--- config.mk ---
export PLATFORM = sky130hd
export DESIGN_NAME = ps2_key_rx_flat
export DESIGN_NICKNAME = d
export VERILOG_FILES = /design/src/rtl/ps2_key_rx_if.sv /design/src/rtl/ps2_key_rx.sv /design/src/flat_wrapper.sv
export SDC_FILE = /design/constraint.sdc
export NUM_CORES = 1
export LEC_CHECK = 0
export ABC_AREA = 0
export CELL_PAD_IN_SITES_DETAIL_PLACEMENT = 1
export CELL_PAD_IN_SITES_GLOBAL_PLACEMENT = 2
export CORE_MARGIN = 2
export CORE_UTILIZATION = 39
export CTS_CLUSTER_SIZE = 25
export DETAILED_ROUTE_END_ITERATION = 8
export DONT_BUFFER_PORTS = 1
export PLACE_DENSITY = 0.76
export SLEW_MARGIN = 15
export SYNTH_ARGS = -nofsm -noshare
export SYNTH_HDL_FRONTEND = slang
export SYNTH_SLANG_ARGS = --single-unit
--- constraint.sdc ---
create_clock -name clk_sys -period 2.8 [get_ports clk_sys]
set_input_delay 0.84 -clock clk_sys [delete_from_list [all_inputs] [get_ports clk_sys]]
set_output_delay 0.84 -clock clk_sys [all_outputs]
set_load 0.05 [all_outputs]
--- src/rtl/ps2_key_rx_if.sv ---
// ps2_key_rx_if: groups the PS/2 pin pair and the decoded key-event outputs.
//   ps2_clk   - raw PS/2 clock line, asynchronous to the system clock
//   ps2_data  - raw PS/2 data line, asynchronous to the system clock
//   ps2_key   - 11-bit event word {toggle, pressed, extended, code[7:0]}
//   frame_err - one-cycle pulse per rejected or timed-out frame
// master: keyboard/pin side (drives the lines, observes the events)
// slave : the receiver (samples the lines, drives the events)
interface ps2_key_rx_if;
  logic        ps2_clk;
  logic        ps2_data;
  logic [10:0] ps2_key;
  logic        frame_err;

  modport master (output ps2_clk, output ps2_data, input ps2_key, input frame_err);
  modport slave  (input ps2_clk, input ps2_data, output ps2_key, output frame_err);
endinterface

--- src/rtl/ps2_key_rx.sv ---
// ps2_key_rx: PS/2 keyboard receiver producing the 11-bit ps2_key event word.
// Synchronizes and glitch-filters the PS/2 clock, shifts in 11-bit frames
// (start, 8 data LSB first, odd parity, stop), and folds E0/F0/E1 prefixes
// into one event per key: {toggle, pressed, extended, scancode}.
// Ports:
//   clk_sys - system clock, all logic on its rising edge
//   reset   - synchronous, active-high
//   bus     - ps2_key_rx_if.slave (ps2_clk, ps2_data in; ps2_key, frame_err out)
// Parameters:
//   CLK_FILTER - consecutive equal samples before the filtered clock moves (2..255)
//   TIMEOUT    - idle cycles (no strobe) before a partial frame is aborted
module ps2_key_rx #(
  parameter int CLK_FILTER = 8,
  parameter int TIMEOUT    = 12000
) (
  input  logic         clk_sys,
  input  logic         reset,
  ps2_key_rx_if.slave  bus
);

  localparam logic [7:0] FILT_LAST = 8'(CLK_FILTER - 1);
  localparam int         TMO_W     = (TIMEOUT > 1) ? $clog2(TIMEOUT) : 1;
  localparam logic [TMO_W-1:0] TMO_LAST = TMO_W'(TIMEOUT - 1);

  typedef enum logic [2:0] {
    S_IDLE,
    S_EXT,
    S_BRK,
    S_EXT_BRK,
    S_SKIP
  } state_t;

  // ---------------------------------------------------------------- sync
  logic [1:0] r_clk_sync;
  logic [1:0] r_data_sync;

  // NOTE: sequential state uses non-blocking (<=) so every register samples
  // the pre-edge value of its neighbours, exactly like the flops it models.
  always_ff @(posedge clk_sys) begin
    if (reset) begin
      r_clk_sync  <= 2'b11;
      r_data_sync <= 2'b11;
    end else begin
      r_clk_sync  <= {r_clk_sync[0], bus.ps2_clk};
      r_data_sync <= {r_data_sync[0], bus.ps2_data};
    end
  end

  // -------------------------------------------------------- clock filter
  // The filtered level flips on the CLK_FILTER-th consecutive differing
  // sample; the high-to-low flip cycle is the bit strobe.
  logic [7:0] r_filt_cnt;
  logic       r_clk_filt;
  logic       w_differs;
  logic       w_flip;
  logic       w_strobe;
  logic       w_data;

  assign w_differs = (r_clk_sync[1] != r_clk_filt);
  assign w_flip    = w_differs && (r_filt_cnt == FILT_LAST);
  assign w_strobe  = w_flip && r_clk_filt;
  assign w_data    = r_data_sync[1];

  always_ff @(posedge clk_sys) begin
    if (reset) begin
      r_filt_cnt <= 8'd0;
      r_clk_filt <= 1'b1;
    end else if (!w_differs) begin
      r_filt_cnt <= 8'd0;
    end else if (w_flip) begin
      r_filt_cnt <= 8'd0;
      r_clk_filt <= ~r_clk_filt;
    end else begin
      r_filt_cnt <= r_filt_cnt + 8'd1;
    end
  end

  // ----------------------------------------------------- frame receiver
  logic [3:0]       r_bit_cnt;
  logic [7:0]       r_shift;
  logic             r_par_bit;
  logic [TMO_W-1:0] r_tmo_cnt;
  logic             r_frame_err;
  logic             w_stop;
  logic             w_frame_good;
  logic             w_byte_ok;
  logic             w_byte_bad;
  logic             w_tmo_hit;

  // Odd parity: data plus parity bit carries an odd number of ones.
  assign w_stop       = w_strobe && (r_bit_cnt == 4'd10);
  assign w_frame_good = w_data && (^{r_shift, r_par_bit});
  assign w_byte_ok    = w_stop && w_frame_good;
  assign w_byte_bad   = w_stop && !w_frame_good;
  // A strobe in the expiry cycle takes priority, so it is excluded here.
  assign w_tmo_hit    = !w_strobe && (r_bit_cnt != 4'd0) && (r_tmo_cnt == TMO_LAST);

  always_ff @(posedge clk_sys) begin
    if (reset) begin
      r_bit_cnt   <= 4'd0;
      r_shift     <= 8'd0;
      r_par_bit   <= 1'b0;
      r_tmo_cnt   <= '0;
      r_frame_err <= 1'b0;
    end else begin
      r_frame_err <= w_byte_bad || w_tmo_hit;
      if (w_strobe) begin
        r_tmo_cnt <= '0;
        if (r_bit_cnt == 4'd0) begin
          // A high start bit is treated as noise: stay aligned at bit 0.
          if (!w_data) r_bit_cnt <= 4'd1;
        end else if (r_bit_cnt <= 4'd8) begin
          r_shift   <= {w_data, r_shift[7:1]};
          r_bit_cnt <= r_bit_cnt + 4'd1;
        end else if (r_bit_cnt == 4'd9) begin
          r_par_bit <= w_data;
          r_bit_cnt <= r_bit_cnt + 4'd1;
        end else begin
          r_bit_cnt <= 4'd0;
        end
      end else if (r_bit_cnt == 4'd0) begin
        r_tmo_cnt <= '0;
      end else if (w_tmo_hit) begin
        r_bit_cnt <= 4'd0;
        r_tmo_cnt <= '0;
      end else begin
        r_tmo_cnt <= r_tmo_cnt + TMO_W'(1);
      end
    end
  end

  // ------------------------------------------------------ assembler FSM
  state_t      r_state;
  logic [2:0]  r_skip_cnt;
  logic [10:0] r_ps2_key;
  logic        w_is_ext;
  logic        w_is_brk;

  assign w_is_ext = (r_state == S_EXT) || (r_state == S_EXT_BRK);
  assign w_is_brk = (r_state == S_BRK) || (r_state == S_EXT_BRK);

  always_ff @(posedge clk_sys) begin
    if (reset) begin
      r_state    <= S_IDLE;
      r_skip_cnt <= 3'd0;
      r_ps2_key  <= 11'h000;
    end else if (w_byte_bad) begin
      // A corrupted byte may have been a prefix; drop any pending prefix.
      r_state    <= S_IDLE;
      r_skip_cnt <= 3'd0;
    end else if (w_byte_ok) begin
      if (r_state == S_SKIP) begin
        // E1 pause sequence: swallow the next seven good bytes.
        r_skip_cnt <= r_skip_cnt - 3'd1;
        if (r_skip_cnt == 3'd1) r_state <= S_IDLE;
      end else begin
        case (r_shift)
          8'hE0: begin
            if (r_state == S_IDLE)     r_state <= S_EXT;
            else if (r_state == S_BRK) r_state <= S_EXT_BRK;
          end
          8'hF0: begin
            if (r_state == S_IDLE)     r_state <= S_BRK;
            else if (r_state == S_EXT) r_state <= S_EXT_BRK;
          end
          8'hE1: begin
            r_state    <= S_SKIP;
            r_skip_cnt <= 3'd7;
          end
          default: begin
            r_ps2_key <= {~r_ps2_key[10], ~w_is_brk, w_is_ext, r_shift};
            r_state   <= S_IDLE;
          end
        endcase
      end
    end
  end

  assign bus.ps2_key   = r_ps2_key;
  assign bus.frame_err = r_frame_err;

endmodule

--- src/flat_wrapper.sv ---
// flat-port wrapper written by rule: the top's interface ports become plain ports
module ps2_key_rx_flat 
#(
  parameter int CLK_FILTER = 8,
  parameter int TIMEOUT    = 12000
)
  (clk_sys, reset, bus_ps2_clk, bus_ps2_data, bus_ps2_key, bus_frame_err);
  ps2_key_rx_if bus_i ();
  input  logic clk_sys;
  input  logic reset;
  input wire logic [$bits(bus_i.ps2_clk)-1:0] bus_ps2_clk;
  input wire logic [$bits(bus_i.ps2_data)-1:0] bus_ps2_data;
  output wire logic [$bits(bus_i.ps2_key)-1:0] bus_ps2_key;
  output wire logic [$bits(bus_i.frame_err)-1:0] bus_frame_err;
  assign bus_i.ps2_clk = bus_ps2_clk;
  assign bus_i.ps2_data = bus_ps2_data;
  assign bus_ps2_key = bus_i.ps2_key;
  assign bus_frame_err = bus_i.frame_err;
  ps2_key_rx #(.CLK_FILTER(CLK_FILTER), .TIMEOUT(TIMEOUT)) u_core (.clk_sys(clk_sys), .reset(reset), .bus(bus_i));
endmodule
==> results by group, run 1 <==
Die
  – IO Pins: 16
  – Die Width: 88.5 um
  – Row count: 30
  – Core area: 0.00687 sq mm
  – Die Ht: 88.5 um
  – Die Area: 0.00784 sq mm
  – Initial core utilization: 40.6%

Routing
  – TritonRoute pass-1 iters: 4
  – Total routed wirelength: 6.26 mm
  – DR DRC count: 0
  – Drt wl/cell: 15.0 um
  – Vias per Instance: 5.35
  – Final ANT Viol Nets: 0
  – Total number of vias: 2226
  – Starting DRT DRC Count: 86

Global routing
  – First-pass GRT wire length: 10.8 mm
  – GRT Util Overall: 18.0%
  – Vias in the first global route: 2230
  – Largest net degree at the start of global routing: 32
  – Initial antenna violation count: 0
  – Grt ovf: 0

Worst setup path
  – Critical Path Fanout Max: 17
  – R2r setup slk: 0.35 ns
  – Worst r2r src: u_core.r_shift[4]
  – Crit path from: u_core.r_shift[4]
  – Crit path kind: register to register
  – Worst EP arrival: 2.70 ns
  – Crit start category: register
  – Worst Setup EP: u_core.r_skip_cnt[1]
  – RR Endpoint: u_core.r_skip_cnt[1]
  – CP Capture Type: register
  – Required @ worst endpoint: 3.05 ns
  – Reg2Reg Depth: 5

Clocking
  – CTS root buffer: clkbuf_8
  – CTS max path bufs: 2
  – # clock sinks: 58
  – Total CTS buffers: 9
  – Skew-Pair Late Insertion Delay: 0.35 ns
  – CTS tree: yes
  – Cts-stage hold buffer count: 0
  – Worst-path clk slew: 0.06 ns
  – Post-CTS resize count: 0
  – Post-CTS setup buffer count: 0
  – Max H-tree Level: 3

Placement
  – GPL Wtd Cong: 0.757
  – PortBufs: 0
  – Area of placed instances: 0.00287 sq mm
  – DP HPWL: 4.31 mm
  – Dpl ws: 0.356 ns

STA
  – Hold Vio Cnt, Final: 0
  – Worst-Margin Slew: 0.849 ns
  – RSZ-0062 raised after global routing: no
  – Worst relative slew slack: 43.1%
  – Crit share post-route: 87.5%
  – Final Critical Period: 2.45 ns
  – Setup violators final: 0
  – Clk_skew: 0.00842 ns
  – Max-slew violations: 0
  – Achievable frequency: 408 MHz
  – Setup tns final: 0 ns
  – Final WS setup: 0.350 ns

Power and ir drop
  – Seq pwr share: 47.2%
  – Clock power frac: 52.3%
  – Comb pwr share: 0.5%
  – Total Power: 1760 uW
  – Internal: 1420 uW
  – Max VDD drop: 0.274 mV
  – Leak pwr: 0.00111 uW
  – Switching share of power: 19.4%
  – Power per Cell Area: 567 mW/mm^2
  – Psw: 342 uW

Hold path
  – Hold crit path type: register to register
  – Hold Startpoint: u_core.r_clk_sync[0]

Synthesis
  – Seq cells post-synth: 58
  – Avg Synthesized Cell Area: 8.85 sq um
  – Ys async rst share: 0%
  – Sequential fraction of the synthesis area: 41.7%
  – Syn Inst Count: 315
  – Post-synthesis cell type count: 48
  – Cell area after synthesis: 0.00279 sq mm
  – EDFF count, synth: 0
  – Synth Warn #: 0
  – Syn nets: 327
  – Top FF cell, synth: dfxtp_1

Layout
  – Final instance area: 0.00310 sq mm
  – Layout net count: 327
  – Area Growth Syn to Fin: 11.3%
  – N_diodes: 0
  – Layout cell share with drive strength beyond 1: 10.0%
  – # fillers: 822
  – Most frequent cells in the layout: 58 x dfxtp_1, 39 x nor2_1, 18 x nand2_1
  – Commonest non-fill, non-tap cell in the layout: dfxtp_1

Run status
  – Status: finished clean

Run
  – Max-Cap Viols: 0
-- layout make-up --
class	instances	area [sq um]	area share, %
Timing Repair Buffer	5	37.5	1.21
Inverter	10	37.5	1.21
Sequential cell	58	1160	37.4
Tap cell	96	120	3.87
Clock inverter	6	105	3.39
Clock buffer	10	128	4.11
Multi-Input combinational cell	231	1510	48.8
-- Yosys cell counts, types with 2 or more instances --
| master | number | area [sq um] |
|---|---|---|
| nor3_1 | 8 | 40.0 |
| o21a_1 | 2 | 15.0 |
| a31oi_1 | 6 | 37.5 |
| ha_1 | 8 | 100 |
| nor2b_1 | 6 | 37.5 |
| nand3_1 | 16 | 80.1 |
| nand2_1 | 18 | 67.6 |
| nand2b_1 | 2 | 12.5 |
| or2_2 | 6 | 37.5 |
| buf_2 | 3 | 15.0 |
| o31ai_1 | 13 | 97.6 |
| nand4_1 | 13 | 81.3 |
| xnor2_2 | 2 | 32.5 |
| xor2_1 | 15 | 131 |
| inv_1 | 10 | 37.5 |
| or4_1 | 3 | 22.5 |
| a211oi_1 | 6 | 45.0 |
| nor2_1 | 39 | 146 |
| xnor2_1 | 7 | 61.3 |
| dfxtp_1 | 58 | 1160 |
| o221ai_1 | 2 | 17.5 |
| nand3b_1 | 2 | 15.0 |
| clkbuf_1 | 10 | 37.5 |
| and3b_1 | 2 | 17.5 |
| o41ai_1 | 2 | 17.5 |
| mux2i_1 | 9 | 90.1 |
| and3_1 | 6 | 37.5 |
| o21ai_0 | 5 | 25.0 |
| a21oi_1 | 17 | 85.1 |
-- worst min-delay path by stage --
stage,to,slack [ns],depth (start not counted)
global route,u_core.r_clk_sync[1],0.44,1
global placement,u_core.r_clk_sync[1],0.39,1
floorplan,u_core.r_clk_sync[1],0.39,1
finish,u_core.r_clk_sync[1],0.41,1
detailed placement,u_core.r_clk_sync[1],0.40,1
CTS,u_core.r_clk_sync[1],0.41,1
-- critical path: stages (launching register included) --
cell and delay, ns:
dfxtp_1 0.53, xor2_1 0.18, xnor3_2 0.49, xnor2_2 0.71
nor3_1 0.19, a211oi_1 0.27
-- flip-flops by register name, summed over array words and instances (netlist names) --
signal,count
u_core.r_tmo_cnt,14
u_core.bus.ps2_key,11
u_core.r_filt_cnt,8
u_core.r_shift,8
u_core.r_bit_cnt,4
u_core.r_skip_cnt,3
u_core.r_state,3
u_core.r_clk_sync,2
u_core.r_data_sync,2
u_core.bus.frame_err,1
u_core.r_clk_filt,1
u_core.r_par_bit,1
-- power groups by stage --
| stage | logic (uW) | clock network [uW] | registers, uW |
|---|---|---|---|
| 2_1_floorplan | 11.6 | 0 | 848 |
| 3_3_place_gp | 8.50 | 0 | 849 |
| 3_5_place_dp | 8.60 | 0 | 849 |
| 4_1_cts | 8.60 | 954 | 830 |
| 5_1_grt | 9.45 | 987 | 830 |
| 6_report | 8.36 | 921 | 831 |
-- metal layers --
layer	GRT usage, %	wire, um
met5	0	0
met4	7.30	108
met3	5.13	207
met2	27.3	2760
met1	24.0	3190
-- stage by stage --
step / std cells / hold WS (ns) / util, %
5_1_grt: 416 / 0.435 / 45.2
4_1_cts: 416 / 0.412 / 45.2
2_1_floorplan: 315 / 0.389 / -
6_report: 416 / 0.408 / 45.2
3_5_place_dp: 400 / 0.396 / 41.8
3_3_place_gp: 400 / 0.392 / 41.8
-- cell families (layout without fill, tap and decap cells) --
kind of cell             Yosys count  after routing  synth area share [%]
buffers and inverters             26             31                  4.04
XOR/XNOR                          26             26                  9.52
multiplexers                       9              9                  3.23
flip-flops                        58             58                  41.7
AND/OR/NAND/NOR                  128            128                  23.5
adder cells (fa/ha/maj)            8              8                  3.59
AO/OA/AOI/OAI                     60             60                  14.5
Note: power is estimated with default switching activity, not from simulation.
==> run 2, diff against run 1 <==
--- a/config.mk
+++ b/config.mk
@@ -8,6 +8,7 @@
 export ABC_AREA = 0
 export CELL_PAD_IN_SITES_DETAIL_PLACEMENT = 1
 export CELL_PAD_IN_SITES_GLOBAL_PLACEMENT = 2
+export CORE_ASPECT_RATIO = 0.9
 export CORE_MARGIN = 2
 export CORE_UTILIZATION = 39
 export CTS_CLUSTER_SIZE = 25
==> results by group, run 2 (synthesis results as in run 1) <==
Layout
  – Commonest non-fill, non-tap cell in the layout: dfxtp_1
  – Layout cell share with drive strength beyond 1: 10.3%
  – Area Growth Syn to Fin: 9.87%
  – Cell Count, Final, Fillers Out: 413
  – Most frequent cells in the layout: 58 x dfxtp_1, 39 x nor2_1, 18 x nand2_1
  – Fin util: 43.7%
  – N_diodes: 0
  – Layout net count: 328
  – Top reg by flops: u_core.r_tmo_cnt
  – Largest register FFs: 14

Clocking
  – Worst-path clk slew: 0.06 ns
  – Skew-Pair Late Insertion Delay: 0.34 ns
  – Cts-stage hold buffer count: 0
  – Post-CTS setup buffer count: 0
  – Max H-tree Level: 3
  – CTS max path bufs: 2
  – Total CTS buffers: 9
  – CTS tree: yes
  – Post-CTS resize count: 0
  – CTS root buffer: clkbuf_8
  – # clock sinks: 58

Worst setup path
  – R2r setup slk: 0.38 ns
  – Worst r2r src: u_core.r_shift[4]
  – CP cell instances: xor2_1 > xnor3_2 > xnor2_2 > nor3_1 > a211oi_1
  – Crit path kind: register to register
  – RR Endpoint: u_core.r_skip_cnt[1]
  – Critical Path Fanout Max: 17
  – CP Capture Type: register
  – Required @ worst endpoint: 3.04 ns
  – Worst EP arrival: 2.66 ns
  – Critical path's slowest cell: xnor2_2
  – Crit start category: register
  – Reg2Reg Depth: 5
  – Max stage delay on crit path: 0.66 ns

STA
  – Achievable frequency: 414 MHz
  – Final Critical Period: 2.42 ns
  – RSZ-0062 raised after global routing: no
  – Setup violators final: 0
  – Hold Vio Cnt, Final: 0
  – Crit share post-route: 86.3%
  – Clk_skew: 0.00719 ns
  – Max-slew violations: 0
  – Worst-Margin Slew: 0.781 ns
  – Worst relative slew slack: 47.7%
  – Worst hold slack: 0.410 ns
  – Setup tns final: 0 ns
  – Final WS setup: 0.384 ns

Placement
  – PortBufs: 0
  – Dpl ws: 0.367 ns
  – Cell count after placement: 398
  – GPL Wtd Cong: 0.773
  – DP HPWL: 4.20 mm

Die
  – Core area: 0.00700 sq mm
  – Row count: 29
  – Initial core utilization: 39.8%
  – Die Width: 93.1 um
  – Die Area: 0.00784 sq mm
  – IO Pins: 16
  – Die Ht: 84.2 um

Global routing
  – Grt ovf: 0
  – Vias in the first global route: 2205
  – Initial antenna violation count: 0
  – First-pass GRT wire length: 10.6 mm
  – Largest net degree at the start of global routing: 32
  – GRT Util Overall: 17.3%

Hold path
  – Hold crit path type: register to register
  – Hold Path Depth: 1
  – Hold Startpoint: u_core.r_data_sync[0]
  – Hold endpoint: u_core.r_data_sync[1]

Run
  – Max-Cap Viols: 0

Routing
  – Final ANT Viol Nets: 0
  – Starting DRT DRC Count: 65
  – DR DRC count: 0
  – Total number of vias: 2219
  – TritonRoute pass-1 iters: 4
  – Total routed wirelength: 6.14 mm
  – Drt wl/cell: 14.9 um
  – Vias per Instance: 5.37

Power and ir drop
  – Max VDD drop: 0.271 mV
  – Power per Cell Area: 512 mW/mm^2
  – Leak pwr: 0.00109 uW

Run status
  – Status: finished clean
run 2: cell types whose count changed in the layout (fill, tap and decap cells not counted):
cell       before  now
clkbuf_8        9   13
bufinv_16       3    0
buf_4           5    6
clkbuf_1        1    0
clkinv_2        3    2
run 2: how the worst max path moves through the flow:
stage                                     from                   end  slack, ns  cells after the start
after detailed placement     u_core.r_shift[4]  u_core.r_skip_cnt[2]       0.37                      5
final                        u_core.r_shift[4]  u_core.r_skip_cnt[1]       0.38                      5
after global placement       u_core.r_shift[4]  u_core.r_skip_cnt[2]       0.47                      5
after floorplan           u_core.r_filt_cnt[0]  u_core.r_tmo_cnt[10]       0.77                      8
after global routing         u_core.r_shift[4]  u_core.r_skip_cnt[0]       0.15                      5
after CTS                    u_core.r_shift[4]  u_core.r_skip_cnt[1]       0.36                      5
run 2: area by class of cell:
| cell class | count | area (sq um) |
|---|---|---|
| fill | 833 | 3940 |
| multi-input combinational | 231 | 1510 |
| sequential | 58 | 1160 |
| clock buffer | 13 | 179 |
| tap | 93 | 116 |
| timing repair buffer | 6 | 45.0 |
| inverter | 10 | 37.5 |
| clock inverter | 2 | 10.0 |
run 2: power breakdown:
part | leakage (uW) | switching, uW | internal, uW
clock | 0.000101 | 320 | 410
combinational | 0.000525 | 4.87 | 3.48
sequential | 0.000468 | 2.32 | 828
run 2: critical path, delay by kind of cell (launching register included):
| kind | cells | cell delay (ns) |
|---|---|---|
| flip-flops | 1 | 0.52 |
| XOR/XNOR | 3 | 1.34 |
| AO/OA/AOI/OAI | 1 | 0.27 |
| AND/OR/NAND/NOR | 1 | 0.20 |
run 2: metrics by stage:
stage | instance area [sq um] | total power, uW
after global routing | 3060 | 1650
after global placement | 2870 | 857
after floorplan | 2790 | 860
after detailed placement | 2870 | 857
final | 3060 | 1570
after CTS | 3060 | 1600
run 2: routing by layer:
metal  global-route usage, %  wire [um]  vias up
met2                    26.1       2720       15
met3                    5.92        165        5
li1                        -          -     1127
met4                    4.81         64        0
met1                    23.6       3190     1072
met5                       0          0        -
==> run 3, diff against run 2 <==
--- a/config.mk
+++ b/config.mk
@@ -10,11 +10,11 @@
 export CELL_PAD_IN_SITES_GLOBAL_PLACEMENT = 2
 export CORE_ASPECT_RATIO = 0.9
 export CORE_MARGIN = 2
-export CORE_UTILIZATION = 39
+export CORE_UTILIZATION = 38
 export CTS_CLUSTER_SIZE = 25
 export DETAILED_ROUTE_END_ITERATION = 8
 export DONT_BUFFER_PORTS = 1
-export PLACE_DENSITY = 0.76
+export PLACE_DENSITY = 0.74
 export SLEW_MARGIN = 15
 export SYNTH_ARGS = -nofsm -noshare
 export SYNTH_HDL_FRONTEND = slang
==> results by group, run 3 (synthesis results as in run 1) <==
STA
  – Final Critical Period: 2.55 ns
  – Achievable frequency: 393 MHz
  – Final WS setup: 0.254 ns
  – Worst relative slew slack: 42.8%
  – Crit share post-route: 90.9%
  – Worst-Margin Slew: 0.854 ns
  – RSZ-0062 raised after global routing: no
  – Hold Vio Cnt, Final: 0
  – Setup tns final: 0 ns
  – Clk_skew: 0.0114 ns
  – Max-slew violations: 0
  – Setup violators final: 0

Die
  – IO Pins: 16
  – Die Width: 94.3 um
  – Row count: 29
  – Core area: 0.00708 sq mm
  – Die Area: 0.00804 sq mm
  – Die Ht: 85.3 um
  – Initial core utilization: 39.4%

Placement
  – DP HPWL: 4.31 mm
  – Dpl ws: 0.302 ns
  – PortBufs: 0
  – GPL Wtd Cong: 0.766

Worst setup path
  – CP Capture Type: register
  – Worst EP arrival: 2.79 ns
  – Required @ worst endpoint: 3.04 ns
  – Crit path kind: register to register
  – Crit start category: register
  – Critical Path Fanout Max: 17

Routing
  – Total number of vias: 2221
  – TritonRoute pass-1 iters: 4
  – Starting DRT DRC Count: 68
  – DR DRC count: 0
  – Vias per Instance: 5.39
  – Final ANT Viol Nets: 0
  – Total routed wirelength: 6.37 mm
  – Drt wl/cell: 15.5 um

Clocking
  – CTS tree: yes
  – Skew-Pair Late Insertion Delay: 0.35 ns
  – Max H-tree Level: 3
  – # clock sinks: 58
  – Post-CTS setup buffer count: 0
  – CTS max path bufs: 2
  – Worst-path clk slew: 0.07 ns
  – CTS root buffer: clkbuf_8
  – Post-CTS resize count: 0
  – Total CTS buffers: 9
  – Cts-stage hold buffer count: 0

Layout
  – Layout net count: 326
  – Largest register FFs: 14
  – N_diodes: 0
  – Most frequent cells in the layout: 58 x dfxtp_1, 39 x nor2_1, 18 x nand2_1
  – Area Growth Syn to Fin: 10.4%
  – Top reg by flops: u_core.r_tmo_cnt
  – # fillers: 854
  – Commonest non-fill, non-tap cell in the layout: dfxtp_1
  – Layout cell share with drive strength beyond 1: 9.72%

Global routing
  – Grt ovf: 0
  – GRT Util Overall: 17.7%
  – Initial antenna violation count: 0
  – First-pass GRT wire length: 11.1 mm
  – Vias in the first global route: 2272
  – Largest net degree at the start of global routing: 32

Power and ir drop
  – Power per Cell Area: 554 mW/mm^2
  – Leak pwr: 0.00109 uW
  – Max VDD drop: 0.294 mV

Run status
  – Status: finished clean

Run
  – Max-Cap Viols: 0

Hold path
  – Hold crit path type: register to register
==> run 3: changes by cell type in the layout (fill, tap and decap cells not counted) <==
cell / change
bufinv_16: +2
buf_4: -2
clkbuf_8: -3
clkinvlp_4: +1
clkbuf_1: +1
==> run 3: final timing paths <==
| kind | depth (start not counted) | slack (ns) | start | endpoint |
|---|---|---|---|---|
| setup / recovery | 5 | 0.25 | u_core.r_shift[4] | u_core.r_skip_cnt[1] |
| hold / removal | 1 | 0.42 | u_core.r_data_sync[0] | u_core.r_data_sync[1] |
| setup reg to reg | 5 | 0.25 | u_core.r_shift[4] | u_core.r_skip_cnt[1] |
| hold reg to reg | 1 | 0.42 | u_core.r_data_sync[0] | u_core.r_data_sync[1] |
==> run 3: critical path, stage by stage, from the launching register on <==
cell and delay (ns):
dfxtp_1 0.52, xor2_1 0.18, xnor3_2 0.49, xnor2_2 0.71, nor3_1 0.21, a211oi_1 0.34
==> run 3: cell type report <==
class	instances	area, sq um	area share [%]
clock buffer	11	141	4.59
clock inverter	5	77.6	2.52
sequential	58	1160	37.7
tap	93	116	3.78
multi-input combinational	231	1510	49.2
inverter	10	37.5	1.22
timing repair buffer	4	30.0	0.976
==> run 3: layer usage <==
layer | vias to the layer above | GRT usage (%) | share of wire, %
met1 | 1070 | 23.8 | 50
met2 | 19 | 26.9 | 45
met4 | 0 | 7.25 | 1.6
met5 | - | 0 | 0
li1 | 1123 | - | -
met3 | 9 | 5.06 | 3.2
==> run 3: metrics by stage <==
stage / cell area [sq um] / util, % / total power, uW / instances / hold slack, ns
5_1_grt: 3080 / 43.5 / 1770 / 412 / 0.424
2_1_floorplan: 2790 / - / 860 / 315 / 0.389
6_report: 3080 / 43.5 / 1710 / 412 / 0.416
3_3_place_gp: 2860 / 40.4 / 857 / 396 / 0.392
4_1_cts: 3080 / 43.5 / 1740 / 412 / 0.415
3_5_place_dp: 2860 / 40.4 / 858 / 396 / 0.400
==> run 3: where the power goes <==
group          switching, uW  leakage, uW  internal, uW
Clock                    345     0.000109           522
Sequential              2.42     0.000468           828
Combinational           4.96     0.000514          3.47
